### config.mk
export PLATFORM = sky130hd
export DESIGN_NAME = ldl_wrr_arb
export DESIGN_NICKNAME = d
export VERILOG_FILES = /design/src/rtl/ldl_arb_pkg.sv /design/src/rtl/ldl_rr_pick.sv /design/src/rtl/ldl_wrr_arb.sv
export SDC_FILE = /design/constraint.sdc
export NUM_CORES = 1
export LEC_CHECK = 0
export BUFFER_PORTS_ARGS = -buffer_cell sky130_fd_sc_hd__buf_4
export CAP_MARGIN = 40
export CORE_ASPECT_RATIO = 2
export CORE_MARGIN = 10
export CORE_UTILIZATION = 45
export DETAILED_ROUTE_END_ITERATION = 16
export PLACE_DENSITY_LB_ADDON = 0.15
export SKIP_CTS_REPAIR_TIMING = 1
export SLEW_MARGIN = 0
export SYNTH_ARGS = -nofsm -noshare
export SYNTH_HDL_FRONTEND = slang
export SYNTH_SLANG_ARGS = --single-unit
### constraint.sdc
create_clock -name clk -period 8.2 [get_ports clk]
set_input_delay 0.82 -clock clk [delete_from_list [all_inputs] [get_ports clk]]
set_output_delay 0.82 -clock clk [all_outputs]
set_load 0.05 [all_outputs]
### src/rtl/ldl_arb_pkg.sv
// Shared types and helpers for the weighted round-robin packet arbiter.
package ldl_arb_pkg;

  typedef enum logic {
    ARB_IDLE  = 1'b0,
    ARB_GRANT = 1'b1
  } arb_state_e;

  // Every weight register comes out of reset granting one packet per turn.
  localparam int WEIGHT_RST = 1;

  // Modulo increment that also works when width is not a power of two.
  function automatic int wrap_inc(input int idx, input int width);
    return (idx >= width - 1) ? 0 : idx + 1;
  endfunction

endpackage

### src/rtl/ldl_rr_pick.sv
// Combinational rotating priority picker: first set request at or above
// ptr, wrapping from WIDTH-1 back to 0.
module ldl_rr_pick #(
  parameter int WIDTH = 8,
  parameter int IW    = $clog2(WIDTH)
) (
  input  logic [WIDTH-1:0] i_req,
  input  logic [IW-1:0]    i_ptr,
  output logic [IW-1:0]    o_idx,
  output logic             o_valid
);

  // Scan from the farthest offset back to the nearest so the closest
  // requester to ptr is the last one written and therefore wins.
  always_comb begin
    o_idx   = '0;
    o_valid = 1'b0;
    for (int k = WIDTH - 1; k >= 0; k--) begin
      int j;
      j = int'(i_ptr) + k;
      if (j >= WIDTH) j = j - WIDTH;
      if (i_req[j]) begin
        o_idx   = IW'(j);
        o_valid = 1'b1;
      end
    end
  end

endmodule

### src/rtl/ldl_wrr_arb.sv
// Weighted round-robin packet arbiter. A grant is held for whole packets
// (delimited by last) and for up to weight[owner] packets per turn; every
// turn ends with one IDLE cycle while the next owner is picked.
module ldl_wrr_arb
  import ldl_arb_pkg::*;
#(
  parameter  int WIDTH = 8,
  parameter  int WW    = 4,
  localparam int IW    = $clog2(WIDTH)
) (
  input  logic             clk,
  input  logic             rst_n,
  input  logic [WIDTH-1:0] req,
  input  logic [WIDTH-1:0] last,
  input  logic             cfg_we,
  input  logic [IW-1:0]    cfg_idx,
  input  logic [WW-1:0]    cfg_wdata,
  output logic             gnt_valid,
  input  logic             gnt_ready,
  output logic [IW-1:0]    gnt_bin,
  output logic [WIDTH-1:0] gnt_hot,
  output logic             busy
);

  arb_state_e       r_state;
  logic [IW-1:0]    r_ptr;
  logic [IW-1:0]    r_sel;
  logic [WW-1:0]    r_credit;
  logic [WW-1:0]    r_weight [WIDTH];
  logic             r_gnt_valid;
  logic [IW-1:0]    r_gnt_bin;
  logic [WIDTH-1:0] r_gnt_hot;

  logic [IW-1:0]    w_pick_idx;
  logic             w_pick_valid;
  logic [WW-1:0]    w_load_credit;
  logic             w_idx_ok;
  logic             w_pkt_end;
  logic             w_hold;

  ldl_rr_pick #(
    .WIDTH (WIDTH),
    .IW    (IW)
  ) u_pick (
    .i_req   (req),
    .i_ptr   (r_ptr),
    .o_idx   (w_pick_idx),
    .o_valid (w_pick_valid)
  );

  // An index width that exactly covers WIDTH cannot go out of range.
  generate
    if ((1 << IW) == WIDTH) begin : g_pow2
      assign w_idx_ok = 1'b1;
    end else begin : g_npow2
      assign w_idx_ok = (int'(cfg_idx) < WIDTH);
    end
  endgenerate

  // A zero weight still grants one packet so a requester is never starved.
  assign w_load_credit = (r_weight[w_pick_idx] == '0) ? WW'(1)
                                                     : r_weight[w_pick_idx];

  // Packet end on the owner's accepted last beat; hold only while the
  // owner keeps requesting and has packets left in its turn.
  assign w_pkt_end = r_gnt_valid & gnt_ready & last[r_sel];
  assign w_hold    = (r_credit > WW'(1)) & req[r_sel];

  // Weight file; writes only affect future credit loads.
  always_ff @(posedge clk or negedge rst_n) begin
    if (!rst_n) begin
      for (int i = 0; i < WIDTH; i++) r_weight[i] <= WW'(WEIGHT_RST);
    end else if (cfg_we && w_idx_ok) begin
      r_weight[cfg_idx] <= cfg_wdata;
    end
  end

  // Grant FSM with registered outputs, credit counter and rotation pointer.
  always_ff @(posedge clk or negedge rst_n) begin
    if (!rst_n) begin
      r_state     <= ARB_IDLE;
      r_ptr       <= '0;
      r_sel       <= '0;
      r_credit    <= '0;
      r_gnt_valid <= 1'b0;
      r_gnt_bin   <= '0;
      r_gnt_hot   <= '0;
    end else begin
      case (r_state)
        ARB_IDLE: begin
          if (w_pick_valid) begin
            r_sel       <= w_pick_idx;
            r_credit    <= w_load_credit;
            r_gnt_valid <= 1'b1;
            r_gnt_bin   <= w_pick_idx;
            r_gnt_hot   <= WIDTH'(1) << w_pick_idx;
            r_state     <= ARB_GRANT;
          end
        end
        ARB_GRANT: begin
          if (w_pkt_end) begin
            if (w_hold) begin
              r_credit <= r_credit - WW'(1);
            end else begin
              r_ptr       <= IW'(wrap_inc(int'(r_sel), WIDTH));
              r_gnt_valid <= 1'b0;
              r_gnt_hot   <= '0;
              r_state     <= ARB_IDLE;
            end
          end
        end
        default: begin
          r_gnt_valid <= 1'b0;
          r_gnt_hot   <= '0;
          r_state     <= ARB_IDLE;
        end
      endcase
    end
  end

  assign gnt_valid = r_gnt_valid;
  assign gnt_bin   = r_gnt_bin;
  assign gnt_hot   = r_gnt_hot;
  assign busy      = r_gnt_valid;

endmodule

* After elaboration in Yosys (flattened, before gate mapping)
Index checks and enable logic that the tools add are counted.
Widths: inputs -> output; s select.
** Operators by class
- $add $sub $neg :: 17
- Magnitude comparators :: 22
- Equality and inequality tests :: 4
- Shift-type cells :: 1
- Mux-type cells :: 76
- Bitwise operators :: 7
- Reduce and logical (&&, ||, !) cells :: 6
** Operators by type and width (number)
- $lt 32x5->1 const B :: 8
- $mux 32 :: 8
- $ge 32x5->1 const B :: 7
- $sub 32x5->32 const B :: 7
- $bwmux 32 :: 1
- $mux 1 :: 32
- $bmux 1 s3 :: 10
- $mux 4 :: 7
- $mux 3 :: 9
- $mux 8 :: 3
- $add 3x3->4 const B :: 4
- $pmux 8 s2 :: 1
- $bmux 4 s3 :: 1
- $demux 4 s3 :: 1
- $reduce_and 3->1 :: 3
- $add 3x2->4 const B :: 2
- $ge 4x4->1 const B :: 2
- $not 3->4 :: 2
- $pmux 4 s2 :: 1
- $shl 1x3->8 const A :: 1
- $ne 2x1->1 const B :: 3
- $sub 3x4->5 const B :: 1
- $add 3x1->4 const B :: 1
- $ge 3x4->1 const B :: 1
- other kinds (13) :: 17
** Storage, ports and cells
- Register bits after elaboration :: 52

* Longest topological paths before layout
Gate-level depths: netlist of the first run.
- Word-level depth :: 22
- Gate-level depth with buffers :: 15
- Depth with buffers taken out :: 11

* Hierarchy
A second synthesis of the first run with hierarchy kept.
** Second synthesis, totals
- Cells, all modules :: 282
- Area total of the unflattened synthesis :: 3395.8 um2
** By module, submodules not included
- ldl_wrr_arb :: times used 1, cells an instance 192, area each 2613.8 um2, seq. area each 1311.3 um2
- ldl_rr_pick :: times used 1, cells an instance 90, area each 782.0 um2, seq. area each 0.0 um2

* Least setup slack after synthesis of the first run
No wires, ideal clock.
- Path type :: reg2reg
- Start point :: reg r_ptr[0]
- End point :: reg r_credit[0]
- Setup time :: 0.104 ns
- Arrival time :: 3.839 ns
- Required time :: 8.096 ns
- Path slack :: 4.257 ns
- Cell stages (with the launch flop) :: 16
- Cell sequence :: dfrtp_1 buf_2 inv_1 clkbuf_1 ha_1 buf_4 mux2_2 mux4_2 a211oi_2 nor3_2 nor3_2 buf_4 mux2_2 o211ai_2 o311ai_1 o311ai_1
** Between the ends
- Longest elaborated chain between the ends :: 22
- Elaborated cells between the ends (all ways) :: 81
- Those cells by class :: add/sub: 15; order compare: 8; eq/ne: 1; mux: 54; bitwise: 1; reduce/logical: 2
** RTL lines
- start, declared :: RTL line ldl_wrr_arb.sv:26 : logic [IW-1:0] r_ptr;
- start signal, assigned :: RTL line ldl_wrr_arb.sv:105 : r_ptr <= IW'(wrap_inc(int'(r_sel), WIDTH));
- $add 3x3->4 :: RTL line ldl_rr_pick.sv:20 : j = int'(i_ptr) + k;
- $sub 32x5->32 / $ge 32x5->1 (equally long branches) :: RTL line ldl_rr_pick.sv:21 : if (j >= WIDTH) j = j - WIDTH;
- $mux 32 :: RTL line ldl_rr_pick.sv:21
- $bmux 1 s3 :: RTL line ldl_rr_pick.sv:22 : if (i_req[j]) begin
- $mux 1 (implied by the code) (2 in a row) :: RTL line ldl_rr_pick.sv:22
- $mux 3 (8 in a row) :: RTL line ldl_rr_pick.sv:22
- $not 3->4 (implied by the code) :: RTL line ldl_wrr_arb.sv:61, ldl_wrr_arb.sv:62
- $bmux 4 s3 :: RTL line ldl_wrr_arb.sv:61, ldl_wrr_arb.sv:62
- $mux 4 (implied by the code) (2 in a row) :: RTL line ldl_wrr_arb.sv:61, ldl_wrr_arb.sv:62
- $logic_not 4->1 :: RTL line ldl_wrr_arb.sv:61 : assign w_load_credit = (r_weight[w_pick_idx] == '0) ? WW'(1)
- $mux 4 :: RTL line ldl_wrr_arb.sv:61
- $mux 4 :: RTL line ldl_wrr_arb.sv:91 : if (w_pick_valid) begin
- $pmux 4 s2 :: RTL line ldl_wrr_arb.sv:89 : case (r_state)
- end signal, assigned :: RTL line ldl_wrr_arb.sv:93 : r_credit <= w_load_credit;
- end signal, assigned :: RTL line ldl_wrr_arb.sv:103 : r_credit <= r_credit - WW'(1);
- end, declared :: RTL line ldl_wrr_arb.sv:28 : logic [WW-1:0] r_credit;
Several ways; a longest one is shown, not always the timed one. The select of a mux whose other input is x is not followed.
A chain may end at the register's enable or synchronous reset.

* Worst setup path in the final report of the first run
- Start point :: reg r_ptr[1]
- End point :: reg r_credit[0]
The elaborated chain is that of the path after synthesis.

==> impl_metrics.ini, run 1 <==
[outcome]
status = completed

[worst_setup_path]
cp-endpoint = r_credit[0]
critPathKind = reg -> reg
r2r-start = r_ptr[1]
worstPathRequired_ps = 8400
critPathMaxFanout = 20
startpoint = r_ptr[1]
arrival_ps = 5160
reg2reg_slack_ps = 3240
rr_endpoint = r_credit[0]
endpoint_kind = flip-flop
startpoint_type = flip-flop
r2r_cells = 11

[timing]
fin_ws_ps = 3240
clock.fmax_mhz = 201
setup_viol_count_final = 0
hold_ws_ps = 506
min_period_ps = 4960
fin_tns_setup_ps = 0
maxSlewHeadroom = 0.399
tightest_slew_ps = 897
hold_viol = 0
fin_crit_sh = 0.605
grt_setup_unrepaired = false
clock_skew_ps = 11.0
slew_violations = 0

[yosys]
synth-simple-area-share = 0.140
syn-instance-count = 363
synth-xor-area-share = 0.00673
synth.area.mux_share = 0.285
synth_edf_count = 0
synthAdderAreaFrac = 0.0192
synth_top_family_by_area = multiplexers
synth_fp_nets = 396
synth-compound-area-share = 0.171
synthArstFlopShare = 1.00
synth_seq_cells = 52
synth.cell_area_um2 = 3900
syn_avg_cell_area_um2 = 10.8
yosysWarnings = 0
ys_types = 64
ys_seq_area_frac = 0.336
synthFlopType = dfrtp_1

[grt]
grt_max_degree = 53
grt_pass1_wl_um = 17000
grtUsageTotal = 0.161
overflow = 0
grt_pass1_vias = 3258
antenna_found_initial = 0

[place]
hpwl_um = 8240
dp_slack_ps = 3230
gp_congestion = 0.914
io_buffer_count = 39

[drt]
dr.pass1.iters = 4
drt_wl_total_um = 10600
vias = 3191
drc = 0
vias_per_cell = 6.51
drt_iter0_drc = 175
routedWlPerCell_um = 21.6
final_antenna_net_count = 0

[clock_tree]
worst_setup_hold_path_clk_slew_ps = 70
clkLatencyLatePin_ps = 300
clkSinkCount = 52
cts_tree = yes
htreeDepth = 2
cts_buffers = 5
cts_max_path_buffers = 2
clock-root-buffer = clkbuf_16

[floorplanning]
die_h_um = 152
chipWidth_um = 85.9
start_util = 0.458
fp.coreArea_um2 = 8530
pin_count = 40
rows = 48
die_area_um2 = 13000

[job]
max_cap_violations = 0

[finish]
nets = 422
utilization = 0.512
mostFrequentLayoutCell = mux2_2
drive_gt1_frac = 0.362
layout_common_cells = 46 x mux2_2, 44 x dfrtp_1, 40 x buf_4
fillers = 805
diodes = 0
syn2layout_area_growth_pct = 11.8

[hold_path]
hold_path_class = reg -> reg
stage by stage:
step,area (um^2),instances
2_1_floorplan,3900,363
3_3_place_gp,4210,481
3_5_place_dp,4220,482
4_1_cts,4360,490
5_1_grt,4360,490
6_report,4360,490
logic make-up after synthesis:
kind of cell,after synthesis
multiplexers,79
AND/OR/NAND/NOR,101
buffers and inverters,35
AO/OA/AOI/OAI,87
flip-flops,52
XOR/XNOR,3
adder cells (fa/ha/maj),6
routing by layer:
metal,vias to the layer above,GRT usage,routed length [um]
met3,32,0.0193,362
met5,-,0,0
met4,0,0.0902,465
met1,1592,0.170,3840
li1,1461,-,-
met2,106,0.298,5920
synth_stat cells, types with 3 or more instances:
cell type / n / area, um^2
dfstp_2: 8 / 210
mux4_2: 21 / 473
inv_1: 13 / 48.8
nand2b_1: 3 / 18.8
a31oi_1: 6 / 37.5
dfrtp_1: 44 / 1100
clkbuf_1: 9 / 33.8
nand3_1: 10 / 50.1
nand2_1: 22 / 82.6
nand4b_1: 4 / 35.0
a22oi_1: 4 / 30.0
a211oi_1: 4 / 30.0
nor2b_1: 6 / 37.5
o21ai_0: 18 / 90.1
mux2_2: 46 / 518
a22o_1: 7 / 61.3
mux2i_1: 12 / 120
nor3_1: 11 / 55.1
o211ai_2: 3 / 37.5
nor2_1: 25 / 93.8
o221ai_1: 5 / 43.8
buf_2: 6 / 30.0
a21oi_1: 11 / 55.1
buf_4: 5 / 37.5
ha_1: 6 / 75.1
and3_1: 4 / 25.0
final cells by class:
class / count / area [um^2] / area share
inverters: 13 / 48.8 / 0.0112
flip-flops and latches: 52 / 1310 / 0.301
well taps: 100 / 125 / 0.0287
clock inverters: 2 / 16.3 / 0.00373
clock buffers: 6 / 129 / 0.0295
repair buffers: 41 / 305 / 0.0700
multi-input cells: 276 / 2430 / 0.556
worst min-delay path by stage:
stage                     depth (start not counted)  slack [ps]      endpoint          from
after detailed placement                          2         490  r_weight[20]  r_weight[20]
after global routing                              1         520  r_weight[31]  r_weight[31]
after CTS                                         2         500  r_weight[20]  r_weight[20]
after floorplan                                   1         470   r_weight[7]   r_weight[7]
final                                             2         510  r_weight[20]  r_weight[20]
after global placement                            1         480   r_weight[7]   r_weight[7]
worst max-delay path, cell delays in order (launching register included):
cell	delay (ps)
dfrtp_1	870
inv_1	260
ha_1	680
mux4_2	610
mux2_2	370
a211oi_2	240
nor3_2	110
nor3_2	750
mux2_2	420
o211ai_2	130
o311ai_1	130
o311ai_1	270
flip-flops by register name (all words and copies together), names as in the netlist:
name,flops
r_credit,4
r_weight,32
gnt_bin,3
busy,1
gnt_hot,8
r_ptr,3
r_state,1
Power of run 1 is not shown: default switching activity piles up to over one toggle a cycle in this logic, so the estimate is an artifact.
==> inputs of run 2 (changes only) <==
ABC_AREA = 1   (was not set)
clock period = 5.2 ns   (was 8.2 ns; I/O delays follow)
==> impl_metrics.ini, run 2 <==
[outcome]
status = completed

[timing]
fin_tns_setup_ps = 0
fin_crit_sh = 0.671
tightest_slew_ps = 906
clock_skew_ps = 8.83
min_period_ps = 3490
setup_viol_count_final = 0
clock.fmax_mhz = 286
grt_setup_unrepaired = false
hold_viol = 0
maxSlewHeadroom = 0.391
slew_violations = 0

[yosys]
synth_area_leaders = dfrtp_1 34%, nand2_1 19%, nand3_1 8.8%
synth.area.mux_share = 0
synthTopCellsByCount = 168 x nand2_1, 57 x nand3_1, 50 x o21ai_0, 44 x dfrtp_1, 34 x inv_1
synth_fp_nets = 497
yosysTopAreaCell = dfrtp_1
syn-instance-count = 464
synth_seq_cells = 52
synth-xor-area-share = 0.0104
ys_types = 33
synthAdderAreaFrac = 0.0231
synth-simple-area-share = 0.357
synthFlopType = dfrtp_1
synth_edf_count = 0
yosysTopAreaCellShare = 0.338
synth.cell_area_um2 = 3250
synth-compound-area-share = 0.130
syn_avg_cell_area_um2 = 7.01
synth_top_family_by_area = simple AND/OR/NAND/NOR gates
yosysWarnings = 0
ys_seq_area_frac = 0.403
synthArstFlopShare = 1.00
yosysMostFrequentCell = nand2_1

[floorplanning]
start_util = 0.465
fp.coreArea_um2 = 6990
chipWidth_um = 80.1
pin_count = 40
die_h_um = 140
rows = 43
die_area_um2 = 11200

[finish]
fin_area_um2 = 3730
diodes = 0
top_register = r_weight
seq_area_um2 = 1310
syn2layout_area_growth_pct = 14.6
mostFrequentLayoutCell = nand2_1
largest_reg_flops = 32
nets = 531
drive_gt1_frac = 0.154
layout_common_cells = 168 x nand2_1, 57 x nand3_1, 50 x o21ai_0
fillers = 719
multiInputGateArea_um2 = 1690

[grt]
grt_pass1_vias = 3206
grt_pass1_wl_um = 15200
antenna_found_initial = 0
grtUsageTotal = 0.172
overflow = 0
grt_max_degree = 53

[worst_setup_path]
crit_top_cell = nand2_1
critPathKind = reg -> reg
arrival_ps = 3680
slowest_delay_ps = 600
critPathMaxFanout = 12
path_buf_inv = 3
path_cells = inv_2, ha_1, inv_1, nand3_1, nand3_1, nand2_1, nand3_1, nand2_1, nand2_1, nand2_1, nand2_1, nand2_1, nand2_1, nand2_1, inv_1, nand2_1, nand2_1, nand2_1, nand3_1, nor2_1, nor2_1, nor2_1
critPathTopFamily = simple AND/OR/NAND/NOR gates
critPathSlowestCell = dfrtp_1
worstPathRequired_ps = 5390
endpoint_kind = flip-flop
startpoint_type = flip-flop
reg2reg_slack_ps = 1710

[drt]
routedWlPerCell_um = 16.3
drt_wl_total_um = 9590
final_antenna_net_count = 0
dr.pass1.iters = 4
drt_iter0_drc = 168
vias_per_cell = 5.41
vias = 3185
drc = 0

[clock_tree]
cts_max_path_buffers = 2
cts_buffers = 5
htreeDepth = 2
clkLatencyLatePin_ps = 300
worst_setup_hold_path_clk_slew_ps = 70
clkSinkCount = 52
clock-root-buffer = clkbuf_16
cts_tree = yes

[place]
dpl_cell_area_um2 = 3580
gp_congestion = 0.963
io_buffer_count = 39
hpwl_um = 7590

[hold_path]
hold_path_class = in -> async

[job]
max_cap_violations = 0
==> run 2: cell count changes after synthesis, moves of 9 or more <==
cell | previous run | this run
inv_1 | 13 | 34
mux2_2 | 46 | 0
mux2i_1 | 12 | 0
mux4_2 | 21 | 0
nand2_1 | 22 | 168
nand3_1 | 10 | 57
nor3_1 | 11 | 2
o21ai_0 | 18 | 50
==> run 2: worst paths after layout <==
| path | startpoint | to | cells past startpoint |
|---|---|---|---|
| setup / recovery | r_ptr[0] | r_credit[0] | 22 |
| hold reg to reg | r_weight[5] | r_weight[5] | 2 |
| max in group asynchronous | rst_n | r_ptr[1] | 1 |
| setup reg to reg | r_ptr[0] | r_credit[0] | 22 |
| hold / removal | rst_n | r_weight[25] | 1 |
| min in group clk | cfg_wdata[0] | r_weight[0] | 3 |
==> run 2: worst reg2reg max path: cells and delay by family, from the launching register on <==
| family | cells | cell delay, ps |
|---|---|---|
| buffers and inverters | 3 | 730 |
| DFF | 1 | 600 |
| adders and majority gates | 1 | 400 |
| and+or+nand+nor | 18 | 1660 |
==> run 2: logic make-up (layout without fill, tap and decap cells) <==
family / Yosys count / after routing
flip-flops: 52 / 52
XOR/XNOR: 3 / 3
buffers and inverters: 55 / 90
AND/OR/NAND/NOR: 269 / 269
adder cells (fa/ha/maj): 6 / 6
AO/OA/AOI/OAI: 79 / 79
==> run 2: layout make-up <==
type / count / area share
Sequential cell: 52 / 0.352
Tap cell: 90 / 0.0302
Clock inverter: 3 / 0.00738
Inverter: 43 / 0.0446
Timing Repair Buffer: 39 / 0.0785
Clock buffer: 5 / 0.0336
Multi-Input combinational cell: 357 / 0.454
==> run 2: routing by layer <==
| metal | global-route usage | wire, um | vias to the layer above |
|---|---|---|---|
| met4 | 0.107 | 471 | 0 |
| met1 | 0.151 | 3220 | 1475 |
| li1 | - | - | 1584 |
| met3 | 0.0308 | 374 | 35 |
| met5 | 0 | 0 | - |
| met2 | 0.334 | 5530 | 91 |
==> run 2: through the flow <==
step                      hold WS (ps)  setup slack, ps  utilization  instances
after floorplan                    224             2670            -        464
after global placement             468             1850        0.511        581
after detailed placement           474             1750        0.511        581
after CTS                          277             1750        0.533        589
after global routing               286             1410        0.533        589
final                              234             1710        0.533        589
Power of run 2 is left out for the same reason.
==> inputs of run 3 (changes only) <==
clock period = 3.03 ns   (was 5.2 ns; I/O delays follow)
==> impl_metrics.ini, run 3 (synthesized netlist as in run 2, its figures left out) <==
[outcome]
status = completed

[floorplanning]
pin_count = 40
fp.coreArea_um2 = 6990
die_h_um = 140
chipWidth_um = 80.1
start_util = 0.465
die_area_um2 = 11200
rows = 43

[finish]
largest_reg_flops = 32
layout_common_cells = 167 x nand2_1, 56 x nand3_1, 50 x o21ai_0
diodes = 0
syn2layout_area_growth_pct = 17.8
fillers = 703
utilization = 0.548
mostFrequentLayoutCell = nand2_1
top_register = r_weight
nets = 537
drive_gt1_frac = 0.174

[drt]
met1Wirelength_um = 3110
dr_wl_met3_um = 343
drt_iter0_drc = 187
dr.pass1.iters = 4
routed-wl-met2_um = 5170
drc = 0
vias = 3154
drt_wl_total_um = 8960
dr.max_layer_used = met4
routedWlPerCell_um = 15.1
final_antenna_net_count = 0
vias_per_cell = 5.30

[place]
gp_congestion = 0.862
hpwl_um = 7080
io_buffer_count = 39

[worst_setup_path]
path_cells = buf_4, ha_1, inv_1, nand2_1, nand2_2, inv_2, nand3_2, nand2_2, a21oi_1, nand2_1, nand2_1, nand2_1, nand2_1, nand2_1, nand2_1, nand2_1, inv_1, nand2_1, nand3_1, nand2_1, nand2_1, nor2_1, nor2_1, nor2_1
critPathSlowestCell = dfrtp_1
critPathKind = reg -> reg
path_buf_inv = 4
arrival_ps = 2890
critPathTopFamily = simple AND/OR/NAND/NOR gates
crit_top_cell = nand2_1
endpoint_kind = flip-flop
startpoint_type = flip-flop
worstPathRequired_ps = 3230
critPathMaxFanout = 11
slowest_delay_ps = 410

[grt]
grt_pass1_wl_um = 14500
grtUsageTotal = 0.161
grt_pass1_vias = 3099
grt_max_degree = 53
antenna_found_initial = 0
overflow = 0

[clock_tree]
cts_tree = yes
clkLatencyLatePin_ps = 300
clock-root-buffer = clkbuf_16
clkSinkCount = 52
cts_buffers = 5
htreeDepth = 2
worst_setup_hold_path_clk_slew_ps = 70
cts_max_path_buffers = 2

[timing]
fin_tns_setup_ps = 0
fin_crit_sh = 0.888
grt_setup_unrepaired = false
clock.fmax_mhz = 372
slew_violations = 0
clock_skew_ps = 5.28
min_period_ps = 2690
maxSlewHeadroom = 0.488
hold_viol = 0
setup_viol_count_final = 0
tightest_slew_ps = 762

[hold_path]
hold_path_class = in -> async

[job]
max_cap_violations = 0
==> run 3: changes by cell type in the layout (fill, tap and decap cells not counted), sizes merged <==
cell and delta:
buf +5, bufinv +1, inv -1, nand2 +1
==> run 3: final timing paths <==
kind | cells past startpoint | from | slack [ps] | to
worst min-delay path | 1 | rst_n | 20 | r_weight[15]
worst min register to register | 2 | r_weight[19] | 490 | r_weight[19]
worst max register to register | 24 | r_ptr[0] | 340 | r_credit[0]
max in group asynchronous | 1 | rst_n | 2550 | r_credit[3]
min in group clk | 3 | cfg_wdata[0] | 220 | r_weight[0]
worst max-delay path | 24 | r_ptr[0] | 340 | r_credit[0]
==> run 3: through the flow <==
step / setup WS [ps] / hold slack, ps / instances / area, um^2
floorplan: 497 / 7.41 / 464 / 3250
detailed placement: 195 / 373 / 586 / 3610
finish: 341 / 18.8 / 595 / 3830
global placement: 267 / 370 / 586 / 3610
global route: 48.2 / 81.5 / 595 / 3830
CTS: 188 / 58.7 / 594 / 3780
==> run 3: worst reg2reg max path, delay by kind of cell (launching register included) <==
| kind | cells | cell delay [ps] |
|---|---|---|
| adders and majority gates | 1 | 220 |
| DFF | 1 | 410 |
| AOI/OAI and AO/OA | 1 | 140 |
| buffers and inverters | 4 | 580 |
| and+or+nand+nor | 18 | 1260 |
==> run 3: layout make-up <==
cell class,instances,area (um^2),area share
clock buffer,5,125,0.0326
clock inverter,3,46.3,0.0121
inverter,43,175,0.0457
multi-input combinational,358,1730,0.452
sequential,52,1310,0.342
tap,90,113,0.0294
timing repair buffer,44,330,0.0862
==> run 3: metal layers <==
metal,vias up,track usage
met2,81,0.315
li1,1597,-
met1,1452,0.147
met5,-,0
met3,24,0.0333
met4,0,0.0700
Power of run 3 is left out for the same reason.
